File: src/rtl/vld_symbol_controller_pkg.sv
// Shared state encoding and width helper for the variable-length symbol controller.
package vld_symbol_controller_pkg;

    typedef enum logic [1:0] {
        StRun,
        StAlign,
        StErr
    } vld_state_e;

    // Bits needed to hold any value in 0..x (a full buffer reports x itself).
    function automatic int unsigned log2(input int unsigned x);
        return $clog2(x + 1);
    endfunction

endpackage

File: src/rtl/vld_header_decode.sv
// Combinational decode of the length-prefixed symbol at the head of the bit buffer.
module vld_header_decode #(
    parameter int unsigned WIDTH_OUT = 8,
    parameter int unsigned LEN_W     = 3,
    parameter int unsigned MAX_PAY   = 4,
    parameter int unsigned SIZE_W    = 5,
    parameter int unsigned NEED_W    = 4
) (
    input  logic [WIDTH_OUT-1:0] buf_q,
    input  logic [SIZE_W-1:0]    buf_size,
    output logic [LEN_W-1:0]     n,
    output logic [NEED_W-1:0]    need,
    output logic [MAX_PAY-1:0]   payload,
    output logic                 ok,
    output logic                 bad
);

    logic [MAX_PAY-1:0] pay_mask;
    logic               unused_bits;

    // Peek bits above the widest legal symbol never influence the decode.
    assign unused_bits = ^buf_q[WIDTH_OUT-1:LEN_W+MAX_PAY];

    always_comb begin
        n        = buf_q[LEN_W-1:0];
        need     = NEED_W'(LEN_W) + NEED_W'(n);
        pay_mask = MAX_PAY'((32'd1 << n) - 32'd1);
        payload  = buf_q[LEN_W +: MAX_PAY] & pay_mask;
        ok       = (32'(buf_size) >= 32'(need)) && (32'(n) <= MAX_PAY);
        bad      = (32'(buf_size) >= LEN_W) && (32'(n) > MAX_PAY);
    end

endmodule

File: src/rtl/vld_symbol_controller.sv
// Push/pop sequencer for the variable-length bit buffer: admits words, parses
// length-prefixed symbols into a one-deep output slot, and services align requests.
module vld_symbol_controller
    import vld_symbol_controller_pkg::*;
#(
    parameter int unsigned WIDTH_IN     = 8,
    parameter int unsigned WIDTH_OUT    = 8,
    parameter int unsigned BUFFER_WIDTH = 16,
    parameter int unsigned LEN_W        = 3,
    parameter int unsigned MAX_PAY      = 4,
    parameter int unsigned CNT_W        = 16
) (
    input  logic                          clk,
    input  logic                          rst,
    input  logic                          in_valid,
    output logic                          in_ready,
    input  logic [WIDTH_IN-1:0]           in_data,
    output logic                          buf_push,
    output logic [WIDTH_IN-1:0]           buf_d,
    input  logic                          buf_full,
    input  logic [log2(BUFFER_WIDTH)-1:0] buf_size,
    output logic [log2(WIDTH_OUT)-1:0]    buf_pop,
    input  logic [WIDTH_OUT-1:0]          buf_q,
    input  logic                          align,
    output logic                          sym_valid,
    input  logic                          sym_ready,
    output logic [LEN_W-1:0]              sym_len,
    output logic [MAX_PAY-1:0]            sym_data,
    output logic                          err,
    output logic [CNT_W-1:0]              sym_count,
    output logic [CNT_W-1:0]              bit_count
);

    localparam int unsigned SIZE_W = log2(BUFFER_WIDTH);
    localparam int unsigned POP_W  = log2(WIDTH_OUT);
    localparam int unsigned NEED_W = log2(LEN_W + (1 << LEN_W) - 1);

    vld_state_e           state_q, state_d;
    logic                 align_pend_q, align_pend_d;
    logic                 sym_valid_q, sym_valid_d;
    logic [LEN_W-1:0]     sym_len_q, sym_len_d;
    logic [MAX_PAY-1:0]   sym_data_q, sym_data_d;
    logic [CNT_W-1:0]     sym_count_q, bit_count_q;

    logic [LEN_W-1:0]     hdr_n;
    logic [NEED_W-1:0]    hdr_need;
    logic [MAX_PAY-1:0]   hdr_payload;
    logic                 hdr_ok, hdr_bad;

    logic                 slot_free, load;
    logic [POP_W-1:0]     pop;
    logic [CNT_W-1:0]     phase, remain, align_lim;

    vld_header_decode #(
        .WIDTH_OUT (WIDTH_OUT),
        .LEN_W     (LEN_W),
        .MAX_PAY   (MAX_PAY),
        .SIZE_W    (SIZE_W),
        .NEED_W    (NEED_W)
    ) u_decode (
        .buf_q    (buf_q),
        .buf_size (buf_size),
        .n        (hdr_n),
        .need     (hdr_need),
        .payload  (hdr_payload),
        .ok       (hdr_ok),
        .bad      (hdr_bad)
    );

    assign in_ready  = !buf_full;
    assign buf_push  = in_valid & in_ready;
    assign buf_d     = in_data;
    assign slot_free = !sym_valid_q | sym_ready;

    // Distance to the next word boundary of the consumed bitstream, capped per cycle.
    always_comb begin
        phase     = bit_count_q % CNT_W'(WIDTH_IN);
        remain    = (phase == '0) ? '0 : CNT_W'(WIDTH_IN) - phase;
        align_lim = remain;
        if (align_lim > CNT_W'(WIDTH_OUT - 1)) align_lim = CNT_W'(WIDTH_OUT - 1);
        if (align_lim > CNT_W'(buf_size))      align_lim = CNT_W'(buf_size);
    end

    always_comb begin
        state_d      = state_q;
        align_pend_d = align_pend_q;
        load         = 1'b0;
        pop          = '0;
        unique case (state_q)
            StRun: begin
                if (slot_free && hdr_ok) begin
                    load         = 1'b1;
                    pop          = POP_W'(hdr_need);
                    align_pend_d = align_pend_q | align;
                end else if (hdr_bad) begin
                    state_d      = StErr;
                    align_pend_d = 1'b0;
                end else if (align_pend_q) begin
                    state_d      = StAlign;
                    align_pend_d = 1'b0;
                end else begin
                    align_pend_d = align;
                end
            end
            StAlign: begin
                align_pend_d = 1'b0;
                if (remain == '0) state_d = StRun;
                else              pop     = POP_W'(align_lim);
            end
            StErr: begin
                align_pend_d = 1'b0;
            end
            default: begin
                state_d      = StRun;
                align_pend_d = 1'b0;
            end
        endcase

        sym_valid_d = load | (sym_valid_q & !sym_ready);
        sym_len_d   = load ? hdr_n : sym_len_q;
        sym_data_d  = load ? hdr_payload : sym_data_q;
    end

    always_ff @(posedge clk) begin
        if (rst) begin
            state_q      <= StRun;
            align_pend_q <= 1'b0;
            sym_valid_q  <= 1'b0;
            sym_len_q    <= '0;
            sym_data_q   <= '0;
            sym_count_q  <= '0;
            bit_count_q  <= '0;
        end else begin
            state_q      <= state_d;
            align_pend_q <= align_pend_d;
            sym_valid_q  <= sym_valid_d;
            sym_len_q    <= sym_len_d;
            sym_data_q   <= sym_data_d;
            sym_count_q  <= sym_count_q + CNT_W'(sym_valid_q & sym_ready);
            bit_count_q  <= bit_count_q + CNT_W'(pop);
        end
    end

    assign buf_pop   = rst ? '0 : pop;
    assign sym_valid = sym_valid_q;
    assign sym_len   = sym_len_q;
    assign sym_data  = sym_data_q;
    assign err       = (state_q == StErr);
    assign sym_count = sym_count_q;
    assign bit_count = bit_count_q;

endmodule

File: config.mk
export PLATFORM = sky130hd
export DESIGN_NAME = vld_symbol_controller
export DESIGN_NICKNAME = d
export VERILOG_FILES = /design/src/rtl/vld_symbol_controller_pkg.sv /design/src/rtl/vld_header_decode.sv /design/src/rtl/vld_symbol_controller.sv
export SDC_FILE = /design/constraint.sdc
export NUM_CORES = 1
export LEC_CHECK = 0
export CORE_UTILIZATION = 48
export CTS_BUF_LIST = sky130_fd_sc_hd__clkbuf_8 sky130_fd_sc_hd__clkbuf_16
export CTS_CLUSTER_DIAMETER = 200
export CTS_CLUSTER_SIZE = 20
export DETAILED_ROUTE_END_ITERATION = 10
export DONT_BUFFER_PORTS = 1
export PLACE_DENSITY = 0.61
export SKIP_CTS_REPAIR_TIMING = 1
export SYNTH_ARGS = -nofsm -noshare
export SYNTH_HDL_FRONTEND = slang
export SYNTH_SLANG_ARGS = --single-unit
File: constraint.sdc
create_clock -name clk -period 7.25 [get_ports clk]
set_clock_uncertainty 0.2 [all_clocks]
set_input_delay 0.725 -clock clk [delete_from_list [all_inputs] [get_ports clk]]
set_output_delay 0.725 -clock clk [all_outputs]
set_load 0.005 [all_outputs]
# Word-level counts from Yosys, hierarchy flattened
# Index checks and enable logic that the tools add are counted.
# word_totals
regBits	43
input_bits	27
rom_bits	0
latchBits	0
output_inout_bits	55
n_memories	0
mem_bits_rw	0
elab_cells	61
# op_classes
div_mod_pow	0
shift	1
n_mux	17
eq_ne	5
n_lt_le_gt_ge	6
bitwise	9
n_reduce_logical	11
n_mul	0
addsub	5
# op_table
op	count
16-bit logical NOT	2
16-bit 2-to-1 mux	2
16-bit by 1-bit adder with 16-bit output	1
16-bit by 4-bit adder with 16-bit output	1
16-bit by 3-bit > comparator with 1-bit output, second input constant	1
16-bit by 5-bit > comparator with 1-bit output	1
4-bit 2-to-1 mux	4
2-bit 2-to-1 mux	4
4-bit one-hot mux with 2 select lines	1
2-bit one-hot mux with 3 select lines	1
5-bit by 2-bit greater-or-equal comparator with 1-bit output, second input constant	1
5-bit by 4-bit greater-or-equal comparator with 1-bit output	1
1-bit 2-to-1 mux	5
4-bit by 3-bit subtractor with 5-bit output, first input constant	1
2-bit by 3-bit adder with 4-bit output, first input constant	1
4-bit AND	1
2-bit inequality test, second input constant	2
4-bit AND reduction	1
1-bit by 3-bit left shift with 4-bit output, first input constant	1
4-bit by 1-bit subtractor with 4-bit output, second input constant	1
1-bit AND	3
3-bit > comparator, second input constant	1
3-bit <= comparator, second input constant	1
1-bit logical AND	3
other kinds (8)	13

# Depth between registers and ports, before layout
# logic_depth
word_depth	9
depth_mapped	18
ltp_nobuf	18

# Modules after synthesis
# A second synthesis with hierarchy kept.
# unflattened
hier_cells	311
area_unflattened_um2	2617.5
# modules_own_cells
mod	area_per_inst_um2	n_inst	cells_each	seq_area_each_um2
vld_symbol_controller	2333.5	1	275	860.8
vld_header_decode	284.0	1	36	0.0

# Worst setup path after synthesis
# No wires, ideal clock.
# synth_path
path_kind	register to register
start	register bit_count_q[1], in the netlist bit_count[1]
end	register bit_count_q[8], in the netlist bit_count[8]
stages_incl_launch_ff	18
setup_ps	128
setup_slack_ps	3183
arrival_time_ps	3739
n_path_buf	0
period_less_slack_ps	4067
t_required_ps	6922
path_cell_list	dfxtp_1 > inv_1 > ha_1 > ha_1 > o41ai_1 > ha_1 > a41o_1 > a21oi_1 > mux2_2 > o22ai_1 > ha_1 > inv_1 > fa_1 > nor2b_1 > o31a_1 > nand3_1 > xor2_1 > nor2_1
# synth_via
elab_chain_len	9
word_cells_on_any_way	11
cone_classes	add/sub (2); order compare (2); mux (5); reduce/logical (2)
# synth_lines
item	line_no	rtl
start, declared	vld_symbol_controller.sv:43	logic [CNT_W-1:0] sym_count_q, bit_count_q;
start signal, assigned	vld_symbol_controller.sv:140	bit_count_q <= bit_count_q + CNT_W'(pop);
4-bit by 3-bit subtractor with 5-bit output or 16-bit logical NOT (tied branches)	vld_symbol_controller.sv:78	remain = (phase == '0) ? '0 : CNT_W'(WIDTH_IN) - phase;
16-bit 2-to-1 mux	vld_symbol_controller.sv:78	
16-bit by 3-bit > comparator with 1-bit output	vld_symbol_controller.sv:80	if (align_lim > CNT_W'(WIDTH_OUT - 1)) align_lim = CNT_W'(WIDTH_OUT - 1);
16-bit 2-to-1 mux	vld_symbol_controller.sv:80	
16-bit by 5-bit > comparator with 1-bit output	vld_symbol_controller.sv:81	if (align_lim > CNT_W'(buf_size)) align_lim = CNT_W'(buf_size);
4-bit 2-to-1 mux	vld_symbol_controller.sv:81	
4-bit 2-to-1 mux	vld_symbol_controller.sv:107	if (remain == '0) state_d = StRun;
4-bit one-hot mux with 2 select lines	vld_symbol_controller.sv:89	unique case (state_q)
16-bit by 4-bit adder with 16-bit output *	vld_symbol_controller.sv:140	
# Every way passes the cells marked *; elsewhere a longest branch is shown, timed or not.
# A chain may end at the register's enable or synchronous reset.

# Final worst setup path
# layout_path
start	register bit_count_q[1], in the netlist bit_count[1]
end	register bit_count_q[10], in the netlist bit_count[10]
# The elaborated chain is that of the path after synthesis.

==> flow_metrics.tcl <==
set metrics [dict create \
    max_clock_freq_ghz 0.213 \
    min_path_type "flop to flop" \
    netlist.area_leader.share_pct 34.6 \
    worst-setup-path-type "flop to flop" \
    synth_top_area_cell "sky130_fd_sc_hd__dfxtp_1" \
    die_x_um 74.0 \
    finalCriticalPeriod_ns 4.69 \
    layout.nets 343 \
    clkLatencyLatePin_ns 0.28 \
    top_routing_layer_in_use "met4" \
    net-switching-power_uw 147 \
    stdcell_count 360 \
    cts-buffers-inserted 5 \
    reg2reg_from "bit_count[1]" \
    std_cell_rows 25 \
    startpoint_class "flop" \
    path_common_cell "sky130_fd_sc_hd__ha_1" \
    critical_path_required_ns 7.23 \
    dr_wl_met3_um 370 \
    grt_setup_unrepaired "no" \
    hold_viol 0 \
    synth.yosys.seq_area_share_pct 34.6 \
    all_layer_gr_usage_pct 18.7 \
    tritoncts "built" \
    synthTopCellsByArea "sky130_fd_sc_hd__dfxtp_1 35%, sky130_fd_sc_hd__ha_1 12%, sky130_fd_sc_hd__xor2_1 4.9%" \
    grt_start_max_net_pins 49 \
    numClockSinks 43 \
    critical_path.max_stage_delay_ns 0.45 \
    number_of_distinct_standard_cells_referenced_by_the_synthesized_netlist 49 \
    crit_path_end_kind "flop" \
    routed-via-count 1935 \
    timing.max_cap.violations 0 \
    critical_path.reg2reg.endpoint "bit_count[10]" \
    worst_hold_path.num_cells 2 \
    synth.net_count 350 \
    wl_met1_um 2270 \
    htree_num_levels 2 \
    route.final.wire_length_um 4840 \
    via_count_of_the_first_global_routing_pass 1844 \
    power.sequential.fraction_pct 48.9 \
    timing.reg2reg.setup_slack_ns 2.56 \
    setup-tns-final_ns 0 \
    floorplan.initialDensity_pct 51.3 \
    hold_path_end "sym_data[2]" \
    post-dp-hpwl_um 3610 \
    post-route-period-util_pct 64.7 \
    worstRegToRegCells 17 \
    syn-mean-instance-area_sq_um 8.32 \
    worst_path_top_cell_family_by_delay "compound AO/OA/AOI/OAI gates" \
    critPathSlowestCell "sky130_fd_sc_hd__o41ai_1" \
    detailed_routing_iterations_pass_1 4 \
    power.internal_uw 379 \
    synth_edf_count 0 \
    sw_frac_of_total_pct 27.9 \
    most-common-layout-cells "43 x sky130_fd_sc_hd__dfxtp_1, 30 x sky130_fd_sc_hd__nor2_1, 26 x sky130_fd_sc_hd__nand2_1" \
    min-delay-start "sym_data[2]" \
    route.detailed.vias_per_inst 5.38 \
    syn-cell-area_sq_um 2490 \
    worstPathCellList "inv_1 > ha_1 > ha_1 > o41ai_1 > ha_1 > a41o_1 > a21oi_1 > mux2_2 > o22ai_1 > ha_1 > inv_1 > fa_1 > nor2b_1 > o31a_1 > nand3_1 > xor2_1 > nor2_1" \
    fraction_of_registers_with_async_set_or_reset_after_synthesis_pct 0 \
    gp_congestion 0.823 \
    die_area_sq_um 5470 \
    routed-wl-met2_um 2190 \
    worstPathMaxFanout 6 \
    pin_count 82 \
    synth_ff_type "sky130_fd_sc_hd__dfxtp_1" \
    cts.root.buffer_cell "sky130_fd_sc_hd__clkbuf_8" \
    dp_worst_setup_slack_ns 2.64 \
    drc 0 \
    power.share.combinational_pct 20.6 \
    antenna_left 0 \
    worst-path-buf-inv 2 \
    worst-endpoint-arrival_ns 4.67 \
    antenna_found_initial 0 \
    max-clock-path-buffers 2 \
    drt-initial-drc-count 67 \
    core_area_sq_um 4850 \
    place.port_buffers 0 \
    timing.final.max_slew_violations 0 \
    post_synth_inst_count 299 \
    postLayoutSetupSlackWorst_ns 2.56 \
    wl_per_cell_um 13.4 \
    timing.max_slew.rel_slack_pct 64.6 \
    insertedDiodeCount 0 \
    worst-slew-pin-transition_ns 0.524 \
    final_core_util_pct 53.4 \
    run_status "complete, no violations" \
    synth_to_final_area_change_pct 4.02 \
    crit_path_cell_count 17 \
    vdd.ir_drop.worst_mv 0.153 \
    cts.clk_slew.worst_paths_ns 0.07 \
    total_design_power_uw 526 \
    layout_commonest_cell "sky130_fd_sc_hd__dfxtp_1" \
    yosysWarningCount 0 \
    drive_gt1_share_pct 5.46 \
    leakage_uw 0.00100 \
    die_height_um 74.0 \
    grt_first_pass_wirelength_um 7970 \
    remaining_overflow_grt 0 \
    power-per-cell-area_nw_per_um2 203 \
    place_inst 352 \
    setup_viol_count_final 0 \
    yosys_register_bits 43 \
    share_clk_of_total_power_pct 30.5 \
]
Yosys cell counts, types with 4 or more instances:
library cell / instances
sky130_fd_sc_hd__nor2_1: 30
sky130_fd_sc_hd__or3_1: 7
sky130_fd_sc_hd__xnor2_1: 6
sky130_fd_sc_hd__nor2b_1: 8
sky130_fd_sc_hd__a21oi_1: 21
sky130_fd_sc_hd__nand2_1: 26
sky130_fd_sc_hd__ha_1: 23
sky130_fd_sc_hd__o21ai_0: 12
sky130_fd_sc_hd__dfxtp_1: 43
sky130_fd_sc_hd__xor2_1: 14
sky130_fd_sc_hd__buf_4: 8
sky130_fd_sc_hd__clkbuf_1: 4
sky130_fd_sc_hd__nand4_1: 5
sky130_fd_sc_hd__inv_1: 23
sky130_fd_sc_hd__nand2b_1: 5
sky130_fd_sc_hd__nand3_1: 17
power groups by stage:
stage | clock (uW) | sequential (uW) | combinational, uW
6_report | 161 | 257 | 108
5_1_grt | 175 | 259 | 124
4_1_cts | 169 | 257 | 108
3_5_place_dp | 0 | 263 | 107
3_3_place_gp | 0 | 263 | 106
2_1_floorplan | 0 | 260 | 96.3
sequential cells by signal, summed over array words and instances, names as in the netlist:
name	count
sym_len	3
bit_count	16
align_pend_q	1
sym_data	4
sym_valid	1
sym_count	16
state_q	2
worst min-delay path, cell delays in order, from the launching register on:
cell                      delay, ns
sky130_fd_sc_hd__dfxtp_1       0.32
sky130_fd_sc_hd__nand2_1       0.06
sky130_fd_sc_hd__a21oi_1       0.05
how the worst max path moves through the flow:
stage,from,to
CTS,bit_count[1],bit_count[12]
detailed placement,bit_count[1],bit_count[12]
floorplan,bit_count[1],bit_count[8]
global placement,bit_count[1],bit_count[12]
finish,bit_count[1],bit_count[10]
global route,bit_count[1],bit_count[10]
metal layers:
layer / vias to the layer above / track usage (%)
met3: 2 / 6.37
met2: 58 / 31.3
li1: 1009 / -
met4: 0 / 5.98
met5: - / 0
met1: 866 / 22.6
cells by family after synthesis:
group / count (synthesis) / synth area share, %
AND/OR/NAND/NOR: 117 / 24.1
adder cells (fa/ha/maj): 24 / 12.4
XOR/XNOR: 20 / 7.04
other: 1 / 0.151
multiplexers: 2 / 0.855
flip-flops: 43 / 34.6
buffers and inverters: 37 / 6.84
AO/OA/AOI/OAI: 55 / 14.0
metrics by stage:
| stage | hold WS, ns | instance area, sq um |
|---|---|---|
| floorplan | 0.248 | 2490 |
| detailed placement | 0.256 | 2490 |
| CTS | 0.267 | 2590 |
| global placement | 0.251 | 2490 |
| finish | 0.264 | 2590 |
| global route | 0.279 | 2590 |
cell type report:
cell class | count | area [sq um]
Clock buffer | 7 | 96.3
Sequential cell | 43 | 861
Inverter | 23 | 86.3
Multi-Input combinational cell | 219 | 1460
Clock inverter | 1 | 3.75
Fill cell | 494 | 2260
Tap cell | 67 | 83.8
Power figures use the tool's default switching activity.
